## src/rtl/rx_text_assembler_if.sv

```systemverilog
// Byte-strobe input and published-text output bundle between the UART
// receiver, the text assembler and the downstream echo/command stage.
interface rx_text_assembler_if #(
  parameter int unsigned TEXT_BYTES = 32
);
  logic [7:0]              rx_byte;
  logic                    rx_byte_valid;
  logic [TEXT_BYTES*8-1:0] rx_text_bytes;
  logic [7:0]              rx_text_size;
  logic                    rx_is_text_ready;
  logic                    rx_text_terminated;

  modport master (
    output rx_byte, rx_byte_valid,
    input  rx_text_bytes, rx_text_size, rx_is_text_ready, rx_text_terminated
  );

  modport slave (
    input  rx_byte, rx_byte_valid,
    output rx_text_bytes, rx_text_size, rx_is_text_ready, rx_text_terminated
  );
endinterface

```

## src/rtl/rx_text_assembler.sv

```systemverilog
// Collects UART bytes into a line buffer with backspace editing and publishes
// the text on CR/LF, buffer full or idle timeout.
module rx_text_assembler #(
  parameter int unsigned TEXT_BYTES     = 32,
  parameter int unsigned TIMEOUT_CYCLES = 1000000
) (
  input  logic              clk,
  input  logic              rst_n,
  rx_text_assembler_if.slave bus
);
  localparam int unsigned CW = $clog2(TEXT_BYTES + 1);
  localparam int unsigned IW = (TIMEOUT_CYCLES == 0) ? 1 : $clog2(TIMEOUT_CYCLES + 1);

  localparam logic [CW-1:0] FULL_C   = CW'(TEXT_BYTES);
  localparam logic [CW-1:0] ONE_C    = CW'(1);
  localparam logic [IW-1:0] IDLE_SAT = IW'(TIMEOUT_CYCLES);
  localparam logic [IW-1:0] IDLE_ONE = IW'(1);
  localparam logic [7:0]    CR_C     = 8'h0D;
  localparam logic [7:0]    LF_C     = 8'h0A;
  localparam logic [7:0]    BS_C     = 8'h08;

  logic [TEXT_BYTES*8-1:0] buf_r, buf_s, text_r;
  logic [CW-1:0]           count_r, count_s;
  logic [IW-1:0]           idle_r, idle_s;
  logic [7:0]              size_r;
  logic                    ready_r, term_r;
  logic                    done_s, term_s;

  // Next working-buffer contents and completion detection for this cycle
  always_comb begin
    buf_s   = buf_r;
    count_s = count_r;
    idle_s  = idle_r;
    done_s  = 1'b0;
    term_s  = 1'b0;
    if (bus.rx_byte_valid) begin
      // Any strobe, even an ignored one, restarts the idle window.
      idle_s = '0;
      case (bus.rx_byte)
        CR_C, LF_C: begin
          if (count_r != '0) begin
            done_s = 1'b1;
            term_s = 1'b1;
          end else begin
            done_s = 1'b0;
          end
        end
        BS_C: begin
          if (count_r != '0) begin
            count_s = count_r - ONE_C;
            buf_s[{count_s, 3'b000} +: 8] = 8'h00;
          end else begin
            count_s = count_r;
          end
        end
        default: begin
          buf_s[{count_r, 3'b000} +: 8] = bus.rx_byte;
          count_s = count_r + ONE_C;
          if (count_s == FULL_C) begin
            done_s = 1'b1;
          end else begin
            done_s = 1'b0;
          end
        end
      endcase
    end else if (count_r == '0) begin
      idle_s = '0;
    end else if (idle_r != IDLE_SAT) begin
      // Flush on the cycle the counter would reach the limit; a zero limit never counts.
      idle_s = idle_r + IDLE_ONE;
      if (idle_s == IDLE_SAT) begin
        done_s = 1'b1;
      end else begin
        done_s = 1'b0;
      end
    end else begin
      idle_s = idle_r;
    end
  end

  // Working state and published-text registers
  always_ff @(posedge clk or negedge rst_n) begin
    if (!rst_n) begin
      buf_r   <= '0;
      count_r <= '0;
      idle_r  <= '0;
      text_r  <= '0;
      size_r  <= 8'd0;
      ready_r <= 1'b0;
      term_r  <= 1'b0;
    end else begin
      ready_r <= done_s;
      if (done_s) begin
        text_r  <= buf_s;
        size_r  <= 8'(count_s);
        term_r  <= term_s;
        buf_r   <= '0;
        count_r <= '0;
        idle_r  <= '0;
      end else begin
        buf_r   <= buf_s;
        count_r <= count_s;
        idle_r  <= idle_s;
      end
    end
  end

  assign bus.rx_text_bytes      = text_r;
  assign bus.rx_text_size       = size_r;
  assign bus.rx_is_text_ready   = ready_r;
  assign bus.rx_text_terminated = term_r;
endmodule

```

## src/flat_wrapper.sv

```systemverilog
// flat-port wrapper written by rule: the top's interface ports become plain ports
module rx_text_assembler_flat 
#(
  parameter int unsigned TEXT_BYTES     = 32,
  parameter int unsigned TIMEOUT_CYCLES = 1000000
)
  (clk, rst_n, bus_rx_byte, bus_rx_byte_valid, bus_rx_text_bytes, bus_rx_text_size, bus_rx_is_text_ready, bus_rx_text_terminated);
  rx_text_assembler_if #(.TEXT_BYTES(TEXT_BYTES)) bus_i ();
  input  logic clk;
  input  logic rst_n;
  input wire logic [$bits(bus_i.rx_byte)-1:0] bus_rx_byte;
  input wire logic [$bits(bus_i.rx_byte_valid)-1:0] bus_rx_byte_valid;
  output wire logic [$bits(bus_i.rx_text_bytes)-1:0] bus_rx_text_bytes;
  output wire logic [$bits(bus_i.rx_text_size)-1:0] bus_rx_text_size;
  output wire logic [$bits(bus_i.rx_is_text_ready)-1:0] bus_rx_is_text_ready;
  output wire logic [$bits(bus_i.rx_text_terminated)-1:0] bus_rx_text_terminated;
  assign bus_i.rx_byte = bus_rx_byte;
  assign bus_i.rx_byte_valid = bus_rx_byte_valid;
  assign bus_rx_text_bytes = bus_i.rx_text_bytes;
  assign bus_rx_text_size = bus_i.rx_text_size;
  assign bus_rx_is_text_ready = bus_i.rx_is_text_ready;
  assign bus_rx_text_terminated = bus_i.rx_text_terminated;
  rx_text_assembler #(.TEXT_BYTES(TEXT_BYTES), .TIMEOUT_CYCLES(TIMEOUT_CYCLES)) u_core (.clk(clk), .rst_n(rst_n), .bus(bus_i));
endmodule
```

## config.mk

```make
export PLATFORM = sky130hd
export DESIGN_NAME = rx_text_assembler_flat
export DESIGN_NICKNAME = d
export VERILOG_FILES = /design/src/rtl/rx_text_assembler_if.sv /design/src/rtl/rx_text_assembler.sv /design/src/flat_wrapper.sv
export SDC_FILE = /design/constraint.sdc
export NUM_CORES = 1
export LEC_CHECK = 0
export CELL_PAD_IN_SITES_DETAIL_PLACEMENT = 1
export CELL_PAD_IN_SITES_GLOBAL_PLACEMENT = 1
export CORE_MARGIN = 3
export CORE_UTILIZATION = 53
export CTS_BUF_LIST = sky130_fd_sc_hd__clkbuf_8
export DETAILED_ROUTE_END_ITERATION = 8
export DONT_BUFFER_PORTS = 1
export GPL_TIMING_DRIVEN = 0
export PLACE_DENSITY_LB_ADDON = 0.1
export SETUP_SLACK_MARGIN = 0.4
export SYNTH_ARGS = -nofsm -noshare
export SYNTH_HDL_FRONTEND = slang
export SYNTH_SLANG_ARGS = --single-unit
export TNS_END_PERCENT = 20
```

## constraint.sdc

```tcl
create_clock -name clk -period 4.2 [get_ports clk]
set_input_delay 0.84 -clock clk [delete_from_list [all_inputs] [get_ports clk]]
set_output_delay 0.84 -clock clk [all_outputs]
set_load 0.005 [all_outputs]
```

==> metrics.yaml <==
die:
  die_w_um: 222
  die_h_um: 222
  io_pins: 277
  initial_core_util_pct: 54.1
  die-area_mm2: 0.0493
  core_mm2: 0.0457
  rows: 78
route:
  drt_iter0_drc: 1523
  vias_per_cell: 6.01
  wirelength_mm: 79.1
  routedWlPerCell_um: 27.1
  drt.antenna.violating_nets: 0
  via_count: 17600
  drcViolationCount: 0
  dr.pass1.iters: 5
worst_setup_path:
  crit_type: "register to register"
  critPathArrivalTime_ns: 4.34
  crit_path_start_kind: "register"
  r2r_slack_ns: 0.41
  crit_path_max_fanout: 12
  required_ns: 4.75
  crit_path_end_kind: "register"
final_layout:
  nets: 2271
  layout_commonest_cell: "dfrtp_1"
  fillCellCount: 4661
  final_cell_mix: "dfrtp_1 (544), nor2_1 (338), mux2i_1 (262), nor3_1 (226), mux2_2 (226)"
  design_area_mm2: 0.0284
  syn_to_final_growth_pct: 14.8
  drive_above_1_share_pct: 25.8
synthesis:
  ys_seq_elements: 546
  ys_seq_area_share_pct: 55.3
  syn_area_mm2: 0.0247
  yosysUniqueCellTypes: 66
  postSynthCellCount: 2106
  synth_edf_count: 0
  ys.flop_type: "dfrtp_1"
  yosysWarningCount: 0
  async_reset_ff_share_pct: 100
  syn_area_per_cell_um2: 11.7
global_routing:
  grt_max_degree: 547
  overflow: 0
  grt_pass1_wl_mm: 118
  grt_pass1_vias: 19000
  grt_antenna_before_repair: 1
  grtUsageTotal_pct: 31.5
placement:
  dpl.hpwl_mm: 53.4
  dpl-instance-area_mm2: 0.0255
  portBuffers: 0
  place_ws_ns: -1.40
  routabilityCongestion: 0.917
clock_network:
  cts_sinks: 546
  path_clk_slew_ns: 0.06
  cts-buffers-inserted: 91
  htree_num_levels: 3
  clk_path_buf_depth: 3
  root_buffer: "clkbuf_8"
  cts_tree: "built"
  insertion_delay_ns: 0.69
timing:
  finalHoldViolations: 16
  hold_ws_ns: -0.128
  layout_worst_path_cycle_share_pct: 90.3
  clock.fmax_mhz: 264
  slew_headroom_pct: -51.9
  setup_ws_ns: 0.407
  skew_ns: 0.0552
  setup_viol: 0
  period_minus_slack_ns: 3.79
  tightest_slew_ns: 2.28
  drv_slew: 409
  rsz0062_at_grt: "true"
run_status:
  violations: "hold timing, slew limit"
  outcome: "finished with violations"
power_and_ir_drop:
  total_leakage_power_nw: 15.8
  p_total_mw: 16.6
  vdd_drop_max_mv: 0.338
  powerDensity_mw_per_mm2: 586
job:
  cap_viol_max_count: 0
min_path:
  hold_path_class: "primary input to async pin"
[final cells by class]
type,count,area (um^2),share of cell area [%]
Sequential cell,546,13700,48.1
Tap cell,600,751,2.64
Inverter,27,105,0.370
Clock inverter,52,233,0.820
Clock buffer,111,1530,5.38
Antenna cell,1,2.50,0.00882
Timing Repair Buffer,51,488,1.72
Multi-Input combinational cell,1408,10600,37.3
Buffer,126,1040,3.66
[cells by family (layout without fill, tap and decap cells)]
logic type | count (synthesis) | in the layout | share of synthesized area (%)
AOI/OAI and AO/OA | 65 | 65 | 2.01
adders and majority gates | 9 | 9 | 0.456
DFF | 546 | 546 | 55.3
xor gates and xnor gates | 28 | 28 | 0.992
other | 1 | 3 | 0.0152
and+or+nand+nor | 798 | 798 | 16.0
buffers and inverters | 153 | 367 | 3.50
muxes | 506 | 506 | 21.7
[per-layer routing]
layer / vias up / GRT usage, % / part of all wire [%]
met5: - / 0 / 0
met4: 0 / 10.9 / 3.1
met3: 137 / 8.88 / 7.7
met2: 576 / 51.4 / 48
met1: 9191 / 40.5 / 41
li1: 7655 / - / -
[registers in the layout, summed over array words and instances, names as in the netlist]
name	cells
u_core.bus.rx_text_terminated	1
u_core.bus.rx_text_bytes	256
u_core.count_r	6
u_core.buf_r	256
u_core.bus.rx_text_size	6
u_core.idle_r	20
u_core.bus.rx_is_text_ready	1
[power breakdown]
group | leakage [nW] | switching (mW) | internal, mW
Clock | 1.05 | 2.19 | 2.39
Combinational | 7.26 | 3.78 | 1.69
Sequential | 7.51 | 0.461 | 6.13
[final timing paths]
check / depth (start not counted) / endpoint / startpoint
min in group clk: 1 / u_core.bus.rx_text_bytes[155] / u_core.bus.rx_text_bytes[155]
setup reg to reg: 14 / u_core.bus.rx_text_size[5] / u_core.count_r[0]
hold / removal: 0 / u_core.idle_r[3] / rst_n
hold reg to reg: 1 / u_core.bus.rx_text_bytes[155] / u_core.bus.rx_text_bytes[155]
setup / recovery: 14 / u_core.bus.rx_text_size[5] / u_core.count_r[0]
max in group asynchronous: 0 / u_core.buf_r[195] / rst_n
[worst max-delay path, cell delays in order, from the launching register on]
cell and delay, ns:
dfrtp_2 0.43, buf_8 0.13, clkinvlp_4 0.12, buf_8 0.19
ha_2 0.23, or3b_1 0.17, clkbuf_4 0.19, nor3_4 0.07
or4_4 0.55, nor4_4 0.30, a41oi_4 0.22, nand2_4 0.26
buf_8 0.24, buf_12 0.20, mux2_2 0.34
[synth_stat cells (all sizes together), types with 2 or more instances]
cell,instances,area share (%)
nor3b,4,0.14
o211ai,3,0.091
or3b,2,0.071
o21ai,15,0.33
a21oi,4,0.081
inv,27,0.41
nand3b,5,0.15
a221oi,3,0.11
nand4,5,0.13
buf,96,2.6
a32oi,7,0.25
xnor2,15,0.53
nand2b,4,0.10
or4,2,0.061
nor2,344,5.2
ha,9,0.46
clkbuf,30,0.46
and2,22,0.56
nor4b,2,0.071
a211oi,4,0.16
dfrtp,546,55
a21o,2,0.061
nor4bb,2,0.081
nand3,42,0.85
xor2,13,0.46
and3,17,0.43
mux2,243,11
or3,6,0.15
nor3,258,6.2
nor2b,12,0.30
or2,2,0.051
and4,2,0.071
mux2i,263,11
nand2,54,0.82
a22oi,4,0.12
nor4,10,0.48
a31oi,9,0.23
o22ai,3,0.076
o211a,2,0.081
[timing repair]
action	in CTS	in global routing
endpoints found under the hold margin	546	546
cloned	0	2
gates resized for setup	126	45
pin swaps	26	7
setup buffers	36	12
setup endpoints to repair	546	510
[per-stage QoR]
step | util [%] | setup TNS [ns] | cells
5_1_grt | 62.1 | 0 | 2921
3_5_place_dp | 55.8 | -553.33 | 2708
3_3_place_gp | 55.8 | -527.10 | 2707
6_report | 62.1 | 0 | 2922
2_1_floorplan | - | 0 | 2107
4_1_cts | 61.5 | 0 | 2907
Power figures use the tool's default switching activity.
